--- src/rtl/vga_timing_gen.sv ---
`default_nettype none
// ============================================================================
// Module      : vga_timing_gen
// Description : Parametrised VGA raster timing generator with a built-in
//               test-pattern source. A board-clock divider produces a pixel
//               tick; on each tick the h/v raster counters advance and every
//               output is re-registered for the new (h_count, v_count) pixel,
//               so all outputs always describe the same pixel.
// Ports       : board_clock  - board clock (single clock domain)
//               reset_n      - asynchronous active-low reset
//               enable       - run when high, freeze everything when low
//               pattern_sel  - test pattern select, latched at frame start
//               hsync/vsync  - sync outputs, active level HS_POL/VS_POL
//               de           - active-video data enable
//               x_val/y_val  - active pixel coordinates (0 when de=0)
//               h_count/v_count         - raw raster counters
//               line_start/frame_start  - one-tick strobes at h=0 / (0,0)
//               red/green/blue          - pattern pixel data
// Macro       : VGA_PATTERN_EN - compiles in the pattern generator; when
//               undefined red/green/blue are tied to 0.
// Revision    : 1.0 - initial release
// ============================================================================
module vga_timing_gen #(
  parameter int H_ACTIVE = 640,
  parameter int H_FP     = 16,
  parameter int H_SYNC   = 96,
  parameter int H_BP     = 48,
  parameter int V_ACTIVE = 480,
  parameter int V_FP     = 10,
  parameter int V_SYNC   = 2,
  parameter int V_BP     = 33,
  parameter bit HS_POL   = 1'b0,
  parameter bit VS_POL   = 1'b0,
  parameter int CLK_DIV  = 2,
  parameter int CW       = 12,
  parameter int XW       = 10
) (
  input  logic          board_clock,
  input  logic          reset_n,
  input  logic          enable,
  input  logic [1:0]    pattern_sel,
  output logic          hsync,
  output logic          vsync,
  output logic          de,
  output logic [XW-1:0] x_val,
  output logic [XW-1:0] y_val,
  output logic [CW-1:0] h_count,
  output logic [CW-1:0] v_count,
  output logic          line_start,
  output logic          frame_start,
  output logic [7:0]    red,
  output logic [7:0]    green,
  output logic [7:0]    blue
);

  localparam int H_TOTAL = H_ACTIVE + H_FP + H_SYNC + H_BP;
  localparam int V_TOTAL = V_ACTIVE + V_FP + V_SYNC + V_BP;
  localparam int DW      = (CLK_DIV > 1) ? $clog2(CLK_DIV) : 1;
  localparam logic [DW-1:0] C_DIV_LAST = DW'(CLK_DIV - 1);

  logic [DW-1:0] r_div;
  // Low until the first tick after reset: that tick presents pixel (0,0)
  // without advancing, so the raster starts with de/line/frame strobes set.
  logic          r_started;
  logic          w_tick;
  logic [CW-1:0] w_h_nxt;
  logic [CW-1:0] w_v_nxt;
  logic          w_de_nxt;
  logic          w_hs_act;
  logic          w_vs_act;
  logic          w_ls_nxt;
  logic          w_fs_nxt;

  assign w_tick = enable && (r_div == C_DIV_LAST);

  // Raster position that the outputs will describe after the coming tick.
  always_comb begin
    w_h_nxt = h_count;
    w_v_nxt = v_count;
    if (r_started) begin
      if (h_count == CW'(H_TOTAL - 1)) begin
        w_h_nxt = '0;
        if (v_count == CW'(V_TOTAL - 1)) begin
          w_v_nxt = '0;
        end else begin
          w_v_nxt = v_count + 1'b1;
        end
      end else begin
        w_h_nxt = h_count + 1'b1;
      end
    end
  end

  // Output decode is done on the next position so the registered outputs
  // line up with the registered counters (zero pixel latency).
  always_comb begin
    w_de_nxt = (w_h_nxt < CW'(H_ACTIVE)) && (w_v_nxt < CW'(V_ACTIVE));
    w_hs_act = (w_h_nxt >= CW'(H_ACTIVE + H_FP)) &&
               (w_h_nxt <  CW'(H_ACTIVE + H_FP + H_SYNC));
    // Vertical sync is a per-line decision, so it only moves at h==0.
    w_vs_act = (w_v_nxt >= CW'(V_ACTIVE + V_FP)) &&
               (w_v_nxt <  CW'(V_ACTIVE + V_FP + V_SYNC));
    w_ls_nxt = (w_h_nxt == '0);
    w_fs_nxt = w_ls_nxt && (w_v_nxt == '0);
  end

  always_ff @(posedge board_clock or negedge reset_n) begin
    if (!reset_n) begin
      r_div       <= '0;
      r_started   <= 1'b0;
      h_count     <= '0;
      v_count     <= '0;
      hsync       <= ~HS_POL;
      vsync       <= ~VS_POL;
      de          <= 1'b0;
      x_val       <= '0;
      y_val       <= '0;
      line_start  <= 1'b0;
      frame_start <= 1'b0;
    end else begin
      if (enable) begin
        r_div <= (r_div == C_DIV_LAST) ? '0 : r_div + 1'b1;
      end
      if (w_tick) begin
        r_started   <= 1'b1;
        h_count     <= w_h_nxt;
        v_count     <= w_v_nxt;
        hsync       <= w_hs_act ? HS_POL : ~HS_POL;
        vsync       <= w_vs_act ? VS_POL : ~VS_POL;
        de          <= w_de_nxt;
        x_val       <= w_de_nxt ? w_h_nxt[XW-1:0] : '0;
        y_val       <= w_de_nxt ? w_v_nxt[XW-1:0] : '0;
        line_start  <= w_ls_nxt;
        frame_start <= w_fs_nxt;
      end else if (!enable) begin
        // Frozen raster: everything holds, but strobes must not repeat.
        line_start  <= 1'b0;
        frame_start <= 1'b0;
      end
    end
  end

`ifdef VGA_PATTERN_EN
  localparam int BAR_W = (H_ACTIVE >= 8) ? (H_ACTIVE / 8) : 1;

  logic [1:0]    r_pat;
  logic [1:0]    w_pat;
  logic [CW-1:0] w_bar;
  logic [2:0]    w_bar_idx;
  logic [23:0]   w_rgb_nxt;
  logic [23:0]   r_rgb;

  always_comb begin
    // The frame_start pixel already uses the newly sampled selection.
    w_pat     = w_fs_nxt ? pattern_sel : r_pat;
    w_bar     = w_h_nxt / CW'(BAR_W);
    w_bar_idx = (w_bar > CW'(7)) ? 3'd7 : w_bar[2:0];
    w_rgb_nxt = '0;
    if (w_de_nxt) begin
      case (w_pat)
        // Bar order white,yellow,cyan,green,magenta,red,blue,black maps to
        // R=~idx[1], G=~idx[2], B=~idx[0].
        2'd0: w_rgb_nxt = {{8{~w_bar_idx[1]}}, {8{~w_bar_idx[2]}}, {8{~w_bar_idx[0]}}};
        2'd1: w_rgb_nxt = (w_h_nxt[5] ^ w_v_nxt[5]) ? 24'hFF_FFFF : 24'h00_0000;
        2'd2: w_rgb_nxt = {w_h_nxt[7:0], w_v_nxt[7:0], w_h_nxt[7:0] ^ w_v_nxt[7:0]};
        default: w_rgb_nxt = 24'hFF_FFFF;
      endcase
    end
  end

  always_ff @(posedge board_clock or negedge reset_n) begin
    if (!reset_n) begin
      r_pat <= 2'd0;
      r_rgb <= '0;
    end else if (w_tick) begin
      r_rgb <= w_rgb_nxt;
      if (w_fs_nxt) begin
        r_pat <= pattern_sel;
      end
    end
  end

  assign red   = r_rgb[23:16];
  assign green = r_rgb[15:8];
  assign blue  = r_rgb[7:0];
`else
  logic w_unused_pattern_sel;
  assign w_unused_pattern_sel = ^pattern_sel;
  assign red   = '0;
  assign green = '0;
  assign blue  = '0;
`endif

endmodule
`default_nettype wire

--- config.mk ---
export PLATFORM = sky130hd
export DESIGN_NAME = vga_timing_gen
export DESIGN_NICKNAME = d
export VERILOG_FILES = /design/src/rtl/vga_timing_gen.sv
export SDC_FILE = /design/constraint.sdc
export NUM_CORES = 1
export LEC_CHECK = 0
export ABC_AREA = 1
export CAP_MARGIN = 5
export CORE_MARGIN = 2
export CORE_UTILIZATION = 46
export DETAILED_ROUTE_END_ITERATION = 12
export PLACE_DENSITY = 0.77
export SYNTH_ARGS = -nofsm -noshare
export SYNTH_HDL_FRONTEND = slang
export SYNTH_SLANG_ARGS = --single-unit
--- constraint.sdc ---
create_clock -name board_clock -period 1.96 [get_ports board_clock]
set_input_delay 0.196 -clock board_clock [delete_from_list [all_inputs] [get_ports board_clock]]
set_output_delay 0.196 -clock board_clock [all_outputs]
set_load 0.02 [all_outputs]
Yosys cells after proc, flatten, opt, wreduce, memory -nomap -nowiden. Cells that the tools add are included.

Logic and storage cells: 43. Output and inout port bits: 73. Bits in registers: 51. Input port bits: 5.

Equality and inequality tests: 3. Add/sub/neg operators: 3. Reduce and logical (&&, ||, !) cells: 7. $lt $le $gt $ge: 6. Multiplexer cells: 13.

Operators by type and width (number): two-way mux 12 bit (5); adder 12 x 1 -> 12 bit, second input constant (2); equality test 12 x 10 -> 1 bit, second input constant (2); logical NOT 12 bit (2); < comparator 12 x 10 -> 1 bit, second input constant (2); < comparator 12 x 9 -> 1 bit, second input constant (2); two-way mux 10 bit (2); >= comparator 12 x 10 -> 1 bit, second input constant (1); >= comparator 12 x 9 -> 1 bit, second input constant (1); two-way mux 1 bit (6); logical AND 1 bit (5); inequality test 2 x 1 -> 1 bit, second input constant (1); adder 1 bit, second input constant (1).

Longest topological paths before layout. Gate-level depths: netlist of the first run.

Word-level depth: 7. Depth in mapped cells: 16. Depth with buffers taken out: 15.

Worst setup path after synthesis of the first run. Ideal clock, no wire load.

Path kind: register to register. Start point: register v_count[0]. End point: register de. Data arrival time: 1.945 ns. Period minus slack after synthesis: 2.073 ns. Stages on the path, launching flop included: 14. Path buffers: 1. Slack: -0.113 ns. Data required time: 1.832 ns. Setup time: 0.128 ns. Cells stage by stage: dfrtp_1 ha_1 nand3_1 nor2_1 nand3_1 nor2_4 nand2_1 nand2_1 nand2_1 nor2_1 nand2_1 nand3_2 buf_6 o21ai_2.

Longest elaborated chain between the ends: 6. Elaborated cells on any way between the ends: 7. Those cells by class: add/sub: 1; order compare: 1; eq/ne: 1; mux: 3; reduce/logical: 1.

Ends and longest elaborated chain: start, declared (line 48) `output logic [CW-1:0] v_count,`; start signal, assigned (line 127) `v_count <= w_v_nxt;`; adder 12 x 1 -> 12 bit or equality test 12 x 10 -> 1 bit (tied branches) (line 86, 83); two-way mux 12 bit (line 83) `if (v_count == CW'(V_TOTAL - 1)) begin`; two-way mux 12 bit (line 81) `if (h_count == CW'(H_TOTAL - 1)) begin`; two-way mux 12 bit * (line 80) `if (r_started) begin`; < comparator 12 x 9 -> 1 bit * (line 97) `w_de_nxt = (w_h_nxt < CW'(H_ACTIVE)) && (w_v_nxt < CW'(V_ACTIVE));`; logical AND 1 bit * (line 97); end signal, assigned (line 130) `de <= w_de_nxt;`; end, declared (line 44) `output logic de,`.

Every way passes the cells marked *; elsewhere a longest branch is shown, timed or not. A chain may end at the register's enable or synchronous reset.

Worst setup path in the final report of the first run.
Start point: register v_count[1]. End point: register x_val[7].

Longest elaborated chain between the ends: 7. Elaborated cells on any way between the ends: 8. Those cells by class: add/sub: 1; order compare: 1; eq/ne: 1; mux: 4; reduce/logical: 1.

Ends and longest elaborated chain: adder 12 x 1 -> 12 bit or equality test 12 x 10 -> 1 bit (tied branches) (line 86, 83); two-way mux 12 bit (line 83); two-way mux 12 bit (line 81); two-way mux 12 bit * (line 80); < comparator 12 x 9 -> 1 bit * (line 97); logical AND 1 bit * (line 97); two-way mux 10 bit * (line 131) `x_val <= w_de_nxt ? w_h_nxt[XW-1:0] : '0;`; end signal, assigned (line 131); end, declared (line 45) `output logic [XW-1:0] x_val,`.

Marks and branches as above.

==> reports/qor.csv, run 1 <==
metric,value,unit
nets,591,
die_y,90.1,um
path_clk_slew,0.09,ns
slowest_delay,0.41,ns
setup_viol,21,
synth_top_area_share,36.0,%
drt_iter0_drc,182,
ys_warn_count,0,
insertedDiodeCount,0,
hp-class,in2async,
setup_tns,-0.330,ns
numCtsBuffers,5,
maxSlewViolCount,0,
clock-sinks,51,
cts_buffer_depth,2,
async_flop_share,100,%
max_slew_margin,62.6,%
hpwl,7.05,mm
fin_skew,0.0104,ns
fmax,499,MHz
status,finished with violations,
initial_utilization,47.2,%
cellPowerDensity,1240,mW/mm2
r2r_start,v_count[1],
fin_crit,2.00,ns
num_rows,31,
fin_crit_sh,102,%
antenna_found_initial,0,
boundaryPins,78,
r2r-end,x_val[7],
path_buf_inv,1,
die_area,0.00811,mm2
via_per_inst,5.04,
portBuffers,51,
worst-r2r-setup-slack,-0.04,ns
syn_area,0.00341,mm2
crit_chain,ha_4 -> nand3_1 -> nor2_1 -> nand3_1 -> nor2_4 -> nand4_1 -> nand2_1 -> nand2_2 -> nor2_4 -> nand3_4 -> buf_8 -> a21oi_2,
p_leak,2.24,nW
hold_viol,0,
vias,3440,
layout-drive-gt1-share,28.4,%
synthMostInstantiatedCell,nand2_1,
clock_latency,0.31,ns
grt_max_degree,31,
power,0.00583,W
crit_fanout,7,
fin_hold_ws,0.412,ns
start_kind,flop,
yosys-top-cells-count,"132 x nand2_1, 49 x dfrtp_1, 47 x inv_1",
grt_pass1_wl,15.9,mm
ys_top_cells_by_area,"dfrtp_1 36%, nand2_1 15%, nand3_1 6.3%",
crit_type,reg2reg,
cp_num_cells,12,
grt_overflow,0,
synthCells,465,
synth_top_area_cell,dfrtp_1,
drt-wirelength-per-cell,13.9,um
cp-end-kind,flop,
layout_setup_ws,-0.0421,ns
drc,0,
area_delta_synth_final,37.7,%
r2r.worst_path.cells,12,
fp.dieW,90.1,um
grt_pass1_vias,3327,
syn_avg_cell_area,7.33,um2
cts_tree,yes,
ant_nets,0,
globalplace.congestion,0.984,
htreeDepth,2,
synth_flop_cell,dfrtp_1,
maxCapViolCount,0,
synth-seq-area-share,37.5,%
rsz0062_at_grt,yes,
root_buffer,clkbuf_8,
critPathTopFamily,simple AND/OR/NAND/NOR gates,
ir_worst_vdd,0.886,mV
crit_required,2.20,ns
core,0.00721,mm2
fill_cells,645,
arrival,2.24,ns
track_usage,23.6,%
yosysUniqueCellTypes,39,
synth_seq_cells,51,
cpMaxStageDelayCell,dfrtp_2,
place_ws,-0.0695,ns
first_pass_iters,5,
wirelength,9.48,mm
violations,negative setup slack,
worst_pin_slew,0.561,ns
synth_edf_count,0,
## kinds of logic after synthesis
group	Yosys count	share of synthesized area [%]
flip-flops	51	37.5
adder cells (fa/ha/maj)	3	1.10
buffers and inverters	89	14.1
other	1	0.110
AND/OR/NAND/NOR	259	35.2
AO/OA/AOI/OAI	59	11.2
XOR/XNOR	3	0.771
## layout make-up
class	instances	area (um2)	area share, %
sequential	51	1290	27.4
inverter	51	194	4.13
clock inverter	2	35.0	0.746
multi-input combinational	348	1860	39.7
tap	99	124	2.64
clock buffer	6	82.6	1.76
timing repair buffer	126	1110	23.6
## registers in the layout, summed over array words and instances, names as in the netlist, 10 cells and up
register  cells
h_count      12
y_val        10
v_count      12
x_val        10
## per-stage QoR
stage | util, % | instances | instance area (um2)
3_5_place_dp | 60.3 | 664 | 4350
6_report | 65.1 | 683 | 4690
5_1_grt | 65.1 | 683 | 4690
3_3_place_gp | 60.3 | 664 | 4350
2_1_floorplan | - | 488 | 3510
4_1_cts | 63.8 | 680 | 4600
## timing repair
action | CTS | global route
hold buffers | 1 | 0
endpoints found under the hold margin | 21 | 0
setup buffers | 7 | 3
endpoints found under the setup margin | 22 | 27
pin swaps | 12 | 20
resized for setup | 20 | 27
## report_power, final
| part | switching [W] | internal [W] | total [W] |
|---|---|---|---|
| registers | 0.000344 | 0.00133 | 0.00167 |
| logic | 0.00193 | 0.00145 | 0.00338 |
| clock network | 0.000360 | 0.000414 | 0.000774 |
## per-layer routing
metal  share of wire [%]  global-route usage (%)
met5                   0                       0
met1                  43                    30.0
met4                 1.8                    6.79
met2                  50                    41.7
met3                 5.2                    3.60
## worst max-delay path by stage
stage | start | end | slack (ns)
floorplan | h_count[1] | vsync | 0.02
global placement | h_count[1] | x_val[9] | -0.03
detailed placement | h_count[1] | x_val[9] | -0.07
CTS | h_count[10] | x_val[7] | -0.03
global route | h_count[1] | vsync | -0.16
finish | v_count[1] | x_val[7] | -0.04
## worst reg2reg max path, delay by kind of cell, from the launching register on
kind / cells / cell delay [ns]
adder cells (fa/ha/maj): 1 / 0.14
buffers and inverters: 1 / 0.16
AO/OA/AOI/OAI: 1 / 0.13
flip-flops: 1 / 0.41
AND/OR/NAND/NOR: 9 / 1.10
## placed cells by master, fill, tap and decap left out, types with 3 or more instances in the layout
cell type          n
a21oi_2            3
nand3_4            3
clkdlybuf4s50_1   50
o21ai_2           18
nand4_1           14
a21oi_1            4
dfrtp_1           42
inv_1             43
buf_4             68
conb_1            24
nor2_1            32
inv_2              5
xor2_1             3
nor3_1             4
o21ai_0           26
ha_4               3
dfrtp_2            7
nor2_2            12
buf_6              3
o21ai_1            3
nand2_2           12
nand3_2            6
nand3_1           39
nand2_1          125
nor2_4             6
clkbuf_8           6
Power figures use the tool's default switching activity.
==> run 2: changes to the inputs <==
--- a/config.mk
+++ b/config.mk
@@ -10,7 +10,9 @@
 export CORE_MARGIN = 2
 export CORE_UTILIZATION = 46
 export DETAILED_ROUTE_END_ITERATION = 12
+export MAX_ROUTING_LAYER = met4
 export PLACE_DENSITY = 0.77
+export SETUP_SLACK_MARGIN = 0.4
 export SYNTH_ARGS = -nofsm -noshare
 export SYNTH_HDL_FRONTEND = slang
 export SYNTH_SLANG_ARGS = --single-unit
==> run 2 against run 1 <==
  * The run still ends with negative setup slack left
  * Critical endpoint is now vsync
  * Global-route usage up 1.0 points
  * Design area increased by 5.6%
  * First-iteration DRC count is 15% lower
  * Maximum frequency fell by 1.7%
==> reports/qor.csv, run 2 (synthesis results as in run 1) <==
metric,value,unit,change
via_per_inst,4.97,,was 5.04
crit_required,2.21,ns,was 2.20 ns
worst_pin_slew,0.553,ns,was 0.561 ns
die_area,0.00811,mm2,unchanged
most-common-layout-cells,"115 x nand2_1, 72 x buf_4, 36 x dfrtp_1",,"was 125 x nand2_1, 68 x buf_4, 50 x clkdlybuf4s50_1"
hold_viol,0,,unchanged
fin_crit_sh,104,%,was 102%
power,0.00586,W,was 0.00583 W
stdcell_area,0.00496,mm2,was 0.00469 mm2
setup_tns,-1.11,ns,was -0.330 ns
setup_viol,23,,was 21
clock_latency,0.30,ns,was 0.31 ns
cellPowerDensity,1180,mW/mm2,was 1240 mW/mm2
grt_pass1_vias,3381,,was 3327
wirelength,9.74,mm,was 9.48 mm
crit_type,reg2reg,,unchanged
rsz0062_at_grt,yes,,unchanged
final_common_cell,nand2_1,,unchanged
globalplace.congestion,0.958,,was 0.984
max_slew_margin,63.1,%,was 62.6%
fill_cells,641,,was 645
layout-drive-gt1-share,36.8,%,was 28.4%
fin_crit,2.04,ns,was 2.00 ns
numCtsBuffers,5,,unchanged
grt_max_degree,31,,unchanged
num_rows,31,,unchanged
drt-wirelength-per-cell,14.0,um,was 13.9 um
crit_fanout,6,,was 7
maxCapViolCount,0,,unchanged
grt_overflow,0,,unchanged
layout_setup_ws,-0.0763,ns,was -0.0421 ns
antenna_found_initial,0,,unchanged
root_buffer,clkbuf_8,,unchanged
fin_util,68.7,%,was 65.1%
ant_nets,0,,unchanged
htreeDepth,2,,unchanged
arrival,2.28,ns,was 2.24 ns
area_delta_synth_final,45.4,%,was 37.7%
drc,0,,unchanged
boundaryPins,78,,unchanged
grt_pass1_wl,15.9,mm,about the same
cp-end-kind,flop,,unchanged
status,finished with violations,,unchanged
regArea,0.00129,mm2,about the same
maxSlewViolCount,0,,unchanged
clock-sinks,51,,unchanged
hpwl,7.04,mm,was 7.05 mm
insertedDiodeCount,0,,unchanged
cts_buffer_depth,2,,unchanged
place_ws,-0.0950,ns,was -0.0695 ns
start_kind,flop,,unchanged
initial_utilization,47.2,%,unchanged
fmax,491,MHz,was 499 MHz
core,0.00721,mm2,unchanged
nets,602,,was 591
drt_iter0_drc,154,,was 182
fp.dieW,90.1,um,unchanged
multi_input_area,0.00204,mm2,was 0.00186 mm2
vias,3447,,was 3440
p_leak,2.44,nW,was 2.24 nW
ir_worst_vdd,0.802,mV,was 0.886 mV
placed_area,0.00444,mm2,was 0.00435 mm2
hp-class,in2async,,unchanged
violations,negative setup slack,,unchanged
portBuffers,51,,unchanged
reg_top3,"h_count: 12 flops, v_count: 12 flops",,unchanged
path_clk_slew,0.10,ns,was 0.09 ns
cts_tree,yes,,unchanged
worst-r2r-setup-slack,-0.08,ns,was -0.04 ns
track_usage,24.7,%,was 23.6%
fin_skew,0.00622,ns,was 0.0104 ns
first_pass_iters,4,,was 5
die_y,90.1,um,unchanged
-- run 2: changes by cell type in the layout (fill, tap and decap cells not counted), sizes merged --
| cell | delta |
|---|---|
| clkbuf | +2 |
| dlygate4sd2 | +23 |
| bufinv | -1 |
| clkdlybuf4s50 | -26 |
| buf | +11 |
| dlymetal6s2s | +2 |
| clkinv | +1 |
| inv | -1 |
-- run 2: report_power, final --
group	total [W]	internal (W)	switching [W]
combinational	0.00357	0.00148	0.00210
sequential	0.00168	0.00134	0.000336
clock	0.000607	0.000252	0.000355
total	0.00586	0.00307	0.00279
-- run 2: timing repair --
action                                 in CTS  in global routing
setup endpoints to repair                  61                 45
setup buffers                              10                  6
pin swaps                                  17                 15
hold buffers                                1                  0
resized for setup                          91                 45
endpoints found under the hold margin      21                  0
-- run 2: worst paths after layout --
check / startpoint / endpoint / cells past startpoint
worst max-delay path: h_count[1] / vsync / 14
max in group asynchronous: reset_n / vsync / 3
worst min register to register: y_val[2] / y_val[2] / 2
worst max register to register: h_count[1] / vsync / 14
worst min-delay path: reset_n / y_val[9] / 2
min in group board_clock: y_val[2] / y_val[2] / 2
-- run 2: layout make-up --
class	count	share of cell area (%)
well taps	99	2.50
clock buffers	7	1.54
inverters	51	4.14
clock inverters	1	0.101
flip-flops and latches	51	26.1
repair buffers	137	24.4
multi-input cells	348	41.2
-- run 2: layer usage --
metal	GRT usage, %	wire length (um)	up-vias
li1	-	-	1706
met1	30.9	4190	1627
met2	42.4	4940	93
met3	3.27	376	21
met4	6.28	223	0
met5	-	0	-
-- run 2: worst max-delay path, cell delays in order, from the launching register on --
cell and delay (ns):
dfrtp_2 0.41, ha_4 0.17, nand3_4 0.11, nor2_8 0.18, nand2_4 0.12, nor2_4 0.13
nand2_1 0.06, nand2_1 0.08, nand2_1 0.10, nor2_2 0.13, nand2_2 0.09, buf_4 0.15
buf_6 0.10, o21bai_1 0.11, inv_1 0.05
-- run 2: through the flow --
stage / std cells / hold WS (ns)
6_report: 694 / 0.405
5_1_grt: 694 / 0.450
4_1_cts: 688 / 0.419
3_5_place_dp: 669 / 0.214
3_3_place_gp: 669 / 0.205
2_1_floorplan: 488 / -0.0996
